[src/rtl/bcd_serial_add_ctrl.sv]
// ----------------------------------------------------------------------------
// bcd_serial_add_ctrl
//   Digit-serial packed-BCD adder. One shared single-digit BCD add stage is
//   stepped over the DIGITS digits of the latched operands, least significant
//   digit first, with the decimal carry held in a register between digits.
//   The result is held on the output side until the sink accepts it.
//
// Ports
//   clk        rising-edge clock
//   rst        synchronous reset, active-high
//   in_valid   operand pair presented by the source
//   in_ready   controller can accept operands (only while idle)
//   a, b       packed-BCD operands, digit 0 in bits [3:0]
//   cin        decimal carry into digit 0
//   out_valid  result is held and valid
//   out_ready  sink accepts the result
//   sum        packed-BCD sum
//   cout       decimal carry out of the top digit
//   bcd_err    at least one digit of a or b was above 9
//
// Timing: accept edge, then DIGITS digit edges; out_valid rises DIGITS+1
// cycles after the accept cycle. One extra edge is spent handing the result
// to the sink, so back-to-back throughput is one add per DIGITS+2 cycles.
// ----------------------------------------------------------------------------
module bcd_serial_add_ctrl #(
  parameter int unsigned DIGITS = 4
) (
  input  logic                  clk,
  input  logic                  rst,
  input  logic                  in_valid,
  output logic                  in_ready,
  input  logic [4*DIGITS-1:0]   a,
  input  logic [4*DIGITS-1:0]   b,
  input  logic                  cin,
  output logic                  out_valid,
  input  logic                  out_ready,
  output logic [4*DIGITS-1:0]   sum,
  output logic                  cout,
  output logic                  bcd_err
);

  localparam int unsigned W     = 4 * DIGITS;
  localparam int unsigned IDX_W = (DIGITS > 1) ? $clog2(DIGITS) : 1;
  localparam logic [IDX_W-1:0] LAST_IDX = IDX_W'(DIGITS - 1);

  typedef enum logic [1:0] {
    ST_IDLE = 2'd0,
    ST_RUN  = 2'd1,
    ST_DONE = 2'd2
  } state_e;

  state_e           state_q;
  logic [W-1:0]     a_q;
  logic [W-1:0]     b_q;
  logic             carry_q;
  logic [IDX_W-1:0] idx_q;
  logic             in_ready_q;
  logic             out_valid_q;
  logic [W-1:0]     sum_q;
  logic             cout_q;
  logic             bcd_err_q;

  // Single-digit BCD add stage on the currently selected digit pair
  logic [3:0] a_dig;
  logic [3:0] b_dig;
  logic [4:0] raw;
  logic       raw_gt9;
  logic [3:0] dig_d;
  logic       carry_d;
  logic       dig_err;

  always_comb begin
    a_dig   = a_q[4*idx_q +: 4];
    b_dig   = b_q[4*idx_q +: 4];
    raw     = 5'(a_dig) + 5'(b_dig) + 5'(carry_q);
    raw_gt9 = (raw > 5'd9);
    // +6 skips the six unused codes; only the low nibble is kept, so
    // invalid-digit inputs wrap rather than saturate
    dig_d   = raw_gt9 ? (raw[3:0] + 4'd6) : raw[3:0];
    carry_d = raw_gt9;
    dig_err = (a_dig > 4'd9) || (b_dig > 4'd9);
  end

  // Sequencer: accept, step digits, hold result until the sink takes it
  always_ff @(posedge clk) begin
    if (rst) begin
      state_q     <= ST_IDLE;
      a_q         <= '0;
      b_q         <= '0;
      carry_q     <= 1'b0;
      idx_q       <= '0;
      in_ready_q  <= 1'b1;
      out_valid_q <= 1'b0;
      sum_q       <= '0;
      cout_q      <= 1'b0;
      bcd_err_q   <= 1'b0;
    end else begin
      case (state_q)
        ST_IDLE: begin
          if (in_valid) begin
            a_q        <= a;
            b_q        <= b;
            carry_q    <= cin;
            sum_q      <= '0;
            bcd_err_q  <= 1'b0;
            idx_q      <= '0;
            in_ready_q <= 1'b0;
            state_q    <= ST_RUN;
          end
        end

        ST_RUN: begin
          sum_q[4*idx_q +: 4] <= dig_d;
          carry_q             <= carry_d;
          bcd_err_q           <= bcd_err_q | dig_err;
          if (idx_q == LAST_IDX) begin
            cout_q      <= carry_d;
            out_valid_q <= 1'b1;
            state_q     <= ST_DONE;
          end else begin
            idx_q <= idx_q + IDX_W'(1);
          end
        end

        ST_DONE: begin
          if (out_ready) begin
            out_valid_q <= 1'b0;
            in_ready_q  <= 1'b1;
            state_q     <= ST_IDLE;
          end
        end

        default: begin
          out_valid_q <= 1'b0;
          in_ready_q  <= 1'b1;
          state_q     <= ST_IDLE;
        end
      endcase
    end
  end

  assign in_ready  = in_ready_q;
  assign out_valid = out_valid_q;
  assign sum       = sum_q;
  assign cout      = cout_q;
  assign bcd_err   = bcd_err_q;

endmodule

[config.mk]
export PLATFORM = sky130hd
export DESIGN_NAME = bcd_serial_add_ctrl
export DESIGN_NICKNAME = d
export VERILOG_FILES = /design/src/rtl/bcd_serial_add_ctrl.sv
export SDC_FILE = /design/constraint.sdc
export NUM_CORES = 1
export LEC_CHECK = 0
export ABC_AREA = 1
export BUFFER_PORTS_ARGS = -buffer_cell sky130_fd_sc_hd__buf_2
export CAP_MARGIN = 10
export CORE_MARGIN = 1.5
export CORE_UTILIZATION = 40
export CTS_CLUSTER_DIAMETER = 200
export DETAILED_ROUTE_END_ITERATION = 10
export GPL_TIMING_DRIVEN = 0
export HOLD_SLACK_MARGIN = 0.1
export RECOVER_POWER = 100
export REMOVE_ABC_BUFFERS = 1
export SKIP_LAST_GASP = 1
export SYNTH_ARGS = -nofsm -noshare
export SYNTH_HDL_FRONTEND = slang
export SYNTH_SLANG_ARGS = --single-unit
[constraint.sdc]
create_clock -name clk -period 4.2 [get_ports clk]
set_input_delay 0.21 -clock clk [delete_from_list [all_inputs] [get_ports clk]]
set_output_delay 0.21 -clock clk [all_outputs]
set_load 0.01 [all_outputs]
==> run summary, run 1 <==
Vias per cell = 4.69
P_leak = 0.00140 uW
Post-Synthesis Cell Area = 0.00281 mm2
Pre-Repair DR Iteration Count = 4
Pins Over Slew Limit = 0
Area leader, netlist = dfxtp_1
Clock skew = 7.96 ps
Endpoints failing hold = 0
Via count = 2504
Routed len/inst = 11.3 um
Grt ovf = 0
Pwr dens = 474 mW/mm2
Final Core Density = 47.9%
Largest net degree at the start of global routing = 44
CTS tree = done
CP cell instances = inv_4, o21ai_0, o22ai_1, fa_1, fa_1, inv_1, nand2_1, nand2_1, ha_1, inv_1, nor2_1, a21oi_4, nand2_1, nand2_4, nand2_2, nand4_2, nor2_1, nor2_1, nor2_1
Worst min path class = in -> reg
Clock sinks = 57
Worst-margin pin slew = 1190 ps
Share of layout cells above drive strength 1 = 15.3%
H-tree depth = 3
Initial antenna violation count = 0
Critical Path Start = idx_q[0]
Synthesis Warnings = 0
Most frequent CP cell = nor2_1
Number of flops mapped to enable cells by yosys = 0
Routed WL = 6020 um
Final min period = 3640 ps
Reg2Reg Setup Slack = 560 ps
Die width = 86.9 um
Crit-path max cell delay = 730 ps
Vias in the first global route = 2384
Flip-flop and latch area = 0.00114 mm2
Ant. Diodes = 0
First-pass GRT wire length = 10500 um
Hold Path End = a_q[14]
Maximum vdd drop = 193 uV
Nets = 480
Worst Path Arrival = 3910 ps
RD Place Congestion = 0.838
P&R area growth vs syn = 15.8%
Std-Cell Rows = 30
Main flop type after synthesis = dfxtp_1
IO Port Bufs = 56
Initial Utilization = 41.4%
Worst R2R Path Depth = 19
Cell family with most CP delay = adder cells
Final setup TNS = 0 ps
IO Pins = 57
CP Max Fanout = 30
Max-Cap Viols = 0
Die H = 86.9 um
Fin crit share = 86.7%
Kind of start point of the critical path = flop
CP Capture Type = flop
Synth top area cells = dfxtp_1, nor2_1, o21ai_0
Final setup vio count = 0
FF+latch count, synth = 57
Kind of critical path = reg -> reg
Detailed-placement wirelength estimate = 4090 um
Die ar. = 0.00754 mm2
Worst Hold Launch = a[14]
WP data required = 4470 ps
Clock slew seen by the registers of the worst setup and hold paths = 70 ps
Worst slew margin = 20.5%
DRC violation total after the first TritonRoute iteration = 88
Clock buffer depth = 2
CTS Buf Count = 9
Synth top cells by count = nor2_1, dfxtp_1, nand2_1, o21ai_0, inv_1
Synth top area share = 40.6%
Core Footprint = 0.00679 mm2
Netlist cell types = 33
DRC Markers = 0
Syn Inst Count = 385
Syn Area/Cell = 7.31 um2
Most frequent cell after synthesis = nor2_1
Asr flop ratio synth = 0%
Worst skew pair latency = 330 ps
CTS root buf = clkbuf_8
Seq/Total Area, Yosys = 40.6%
Crit path max-delay cell type = dfxtp_2
Area taken by multi-input logic gates = 0.00138 mm2
Hold Path Depth = 3
Final ANT Viol Nets = 0
RSZ-0062 raised after global routing = no
Gr usage total = 17.9%
Status = complete, no violations
CP bufs+invs = 3
Filler cells = 734
Post CTS Setup Buffer Count = 0
Reg-to-Reg Start = idx_q[0]
RR Endpoint = sum[15]
Max frequency = 275 MHz
Cts hold-fix bufs = 0
-- sequential cells by signal, summed over array words and instances (netlist names) --
signal	flops
state_q	2
a_q	16
in_ready	1
bcd_err	1
b_q	16
sum	16
idx_q	2
cout	1
out_valid	1
carry_q	1
-- routing by layer --
metal  vias up  part of all wire [%]  track usage, %  wire length (um)
met5         -                     0               0                 0
met4         0                   1.6            7.04                95
met3        11                   4.2            4.27               252
met2        50                    44            30.7              2660
met1      1099                    50            21.6              3010
li1       1344                     -               -                 -
-- power breakdown --
part / switching [uW] / internal [uW]
Clock: 210 / 322
Combinational: 263 / 140
Sequential: 29.2 / 578
-- worst min-delay path, delay by kind of cell --
family / cells / cell delay (ps)
buffers and inverters: 1 / 70
AOI/OAI and AO/OA: 1 / 70
and+or+nand+nor: 1 / 70
-- what timing repair did --
action,4_1_cts,5_1_grt
hold endpoints to repair,0,0
endpoints found under the setup margin,0,13
resized for setup,0,1
-- worst max-delay path by stage --
stage / depth (start not counted) / to
floorplan: 19 / sum[7]
global placement: 19 / sum[15]
detailed placement: 19 / sum[15]
CTS: 19 / sum[15]
global route: 19 / sum[7]
finish: 19 / sum[15]
-- cell families (layout without fill, tap and decap cells) --
logic type	after synthesis	count (layout)	share of synthesized area [%]
AND/OR/NAND/NOR	172	172	28.3
AO/OA/AOI/OAI	88	88	17.2
buffers and inverters	58	111	8.99
flip-flops	57	57	40.6
adder cells (fa/ha/maj)	10	10	4.98
-- cell usage in the layout (no fill, tap or decap), types with 4 or more instances in the layout --
master and instances:
inv_1 35, nor2_1 82, o22ai_1 4, ha_1 8, buf_2 36, nand2_1 55, a21oi_1 28, nand3_1 15
o21ai_0 50, clkbuf_1 22, dfxtp_1 56, nand4_1 6, clkbuf_8 12
-- final cells by class --
| class | count | area share [%] |
|---|---|---|
| clock buffers | 14 | 5.30 |
| well taps | 96 | 3.69 |
| multi-input cells | 270 | 42.4 |
| inverters | 39 | 4.65 |
| flip-flops and latches | 57 | 35.1 |
| clock inverters | 2 | 1.08 |
| repair buffers | 56 | 7.84 |
-- per-stage QoR --
step,total power (uW),instances,worst slack (ps),hold WS (ps),cell area [um2]
after global placement,1030,518,221,436,3110
after detailed placement,1040,518,189,447,3110
final,1540,534,560,125,3260
after global routing,1650,534,129,134,3260
after CTS,1580,534,135,110,3320
after floorplan,932,366,878,279,2710
No activity file was read; power rests on OpenSTA's default activity.
==> run 2: changes to the inputs <==
- RECOVER_POWER: 100 -> 25
==> run summary, run 2 (same netlist as run 1, synthesis figures left out) <==
Die width = 86.9 um (unchanged)
H-tree depth = 3 (unchanged)
Worst min path class = in -> reg (unchanged)
RSZ-0062 raised after global routing = no (unchanged)
Kind of critical path = reg -> reg (unchanged)
Routed len/inst = 11.2 um (was 11.3 um)
Nets = 480 (unchanged)
Ant. Diodes = 0 (unchanged)
Worst skew pair latency = 330 ps (about the same)
CTS tree = done (unchanged)
Most frequent cells in the layout = nor2_1, dfxtp_1, nand2_1, o21ai_0, buf_2 (unchanged)
Core Footprint = 0.00679 mm2 (unchanged)
Most frequent CP cell = nor2_1 (unchanged)
Gr usage total = 17.9% (unchanged)
Worst slew margin = 35.3% (was 20.5%)
Critical Path Start = idx_q[0] (unchanged)
Die H = 86.9 um (unchanged)
Worst Hold Launch = a[14] (unchanged)
CP bufs+invs = 3 (unchanged)
Crit path max-delay cell type = dfxtp_2 (unchanged)
CP Capture Type = flop (unchanged)
Dpl ws = 189 ps (unchanged)
Pre-Repair DR Iteration Count = 4 (unchanged)
CP Max Fanout = 30 (unchanged)
CP cell instances = inv_4, o21ai_0, o22ai_1, fa_1, fa_1, inv_1, nand2_1, nand2_2, ha_1, inv_1, nor2_1, a21oi_4, nand2_2, nand2_4, nand2_2, nand4_2, nor2_1, nor2_1, nor2_1 (was inv_4, o21ai_0, o22ai_1, fa_1, fa_1, inv_1, nand2_1, nand2_1, ha_1, inv_1, nor2_1, a21oi_4, nand2_1, nand2_4, nand2_2, nand4_2, nor2_1, nor2_1, nor2_1)
Via count = 2508 (was 2504)
Largest net degree at the start of global routing = 44 (unchanged)
Clock slew seen by the registers of the worst setup and hold paths = 70 ps (about the same)
Status = complete, no violations (unchanged)
DRC violation total after the first TritonRoute iteration = 90 (was 88)
Most common cell after layout, fill and taps aside = nor2_1 (unchanged)
CTS Buf Count = 9 (unchanged)
Initial Utilization = 41.4% (unchanged)
Final setup vio count = 0 (unchanged)
Final min period = 3580 ps (was 3640 ps)
RD Place Congestion = 0.838 (unchanged)
Routed WL = 5990 um (was 6020 um)
Fin crit share = 85.2% (was 86.7%)
Fin worst setup slack = 620 ps (was 560 ps)
CTS root buf = clkbuf_8 (unchanged)
Final Core Density = 48.5% (was 47.9%)
Worst Path Arrival = 3850 ps (was 3910 ps)
Cts hold-fix bufs = 0 (unchanged)
Share of layout cells above drive strength 1 = 17.4% (was 15.3%)
Grt ovf = 0 (unchanged)
Clock buffer depth = 2 (unchanged)
Worst-margin pin slew = 969 ps (was 1190 ps)
IO Pins = 57 (unchanged)
Filler cells = 728 (was 734)
P&R area growth vs syn = 17.2% (was 15.8%)
P_leak = 0.00140 uW (about the same)
Pins Over Slew Limit = 0 (unchanged)
Vias in the first global route = 2384 (unchanged)
Clock sinks = 57 (unchanged)
Detailed-placement wirelength estimate = 4090 um (unchanged)
Post CTS Setup Buffer Count = 0 (unchanged)
Endpoints failing hold = 0 (unchanged)
Final setup TNS = 0 ps (unchanged)
Max frequency = 279 MHz (was 275 MHz)
IO Port Bufs = 56 (unchanged)
Max-Cap Viols = 0 (unchanged)
WP data required = 4470 ps (about the same)
First-pass GRT wire length = 10500 um (unchanged)
Pwr dens = 473 mW/mm2 (was 474 mW/mm2)
Reg-to-Reg Start = idx_q[0] (unchanged)
DRC Markers = 0 (unchanged)
Kind of start point of the critical path = flop (unchanged)
Die ar. = 0.00754 mm2 (unchanged)
Clock skew = 9.45 ps (was 7.96 ps)
Cell family with most CP delay = adder cells (unchanged)
Std-Cell Rows = 30 (unchanged)
Maximum vdd drop = 193 uV (about the same)
Pwr Total = 1560 uW (was 1540 uW)
Crit-path max cell delay = 750 ps (was 730 ps)
Initial antenna violation count = 0 (unchanged)
Final ANT Viol Nets = 0 (unchanged)
Vias per cell = 4.70 (was 4.69)
## run 2: cell types whose count changed in the layout (fill, tap and decap cells not counted), sizes merged
cell	before	now
buf	36	37
clkbuf	34	33
## run 2: final timing paths
path | endpoint | slack [ps] | cells past startpoint
setup reg to reg | sum[15] | 620 | 19
hold reg to reg | b_q[1] | 450 | 2
hold / removal | a_q[14] | 130 | 3
setup / recovery | sum[15] | 620 | 19
## run 2: through the flow
step / instance area [um2] / std cells / hold WS [ps]
2_1_floorplan: 2710 / 366 / 279
4_1_cts: 3320 / 534 / 110
3_5_place_dp: 3110 / 518 / 447
3_3_place_gp: 3110 / 518 / 436
5_1_grt: 3300 / 534 / 134
6_report: 3300 / 534 / 125
## run 2: area by class of cell
type                    instances  area [um2]  area share (%)
clock buffers                  14         173            5.24
clock inverters                 2        35.0            1.06
inverters                      39         151            4.59
multi-input cells             270        1420            43.0
flip-flops and latches         57        1140            34.6
well taps                      96         120            3.64
repair buffers                 56         256            7.78
## run 2: power breakdown
| group | internal [uW] | switching (uW) | leakage (uW) |
|---|---|---|---|
| Combinational | 147 | 273 | 0.000827 |
| Clock | 322 | 210 | 0.000107 |
| Sequential | 578 | 29.6 | 0.000468 |
| Total | 1050 | 513 | 0.00140 |
## run 2: worst register-to-register path, delay by kind of cell (launching register included)
kind	cells	cell delay, ps
AO/OA/AOI/OAI	3	370
AND/OR/NAND/NOR	10	960
flip-flops	1	750
adder cells (fa/ha/maj)	3	1060
buffers and inverters	3	350
## run 2: timing repair
item	CTS	global route
resized for setup	0	1
endpoints found under the hold margin	0	0
setup endpoints to repair	0	13
## run 2: routing by layer
| metal | global-route usage [%] | up-vias | routed length (um) |
|---|---|---|---|
| met5 | 0 | - | 0 |
| met4 | 7.04 | 0 | 93 |
| met3 | 4.27 | 10 | 233 |
| met2 | 30.7 | 50 | 2670 |
| met1 | 21.6 | 1105 | 3000 |
| li1 | - | 1343 | - |
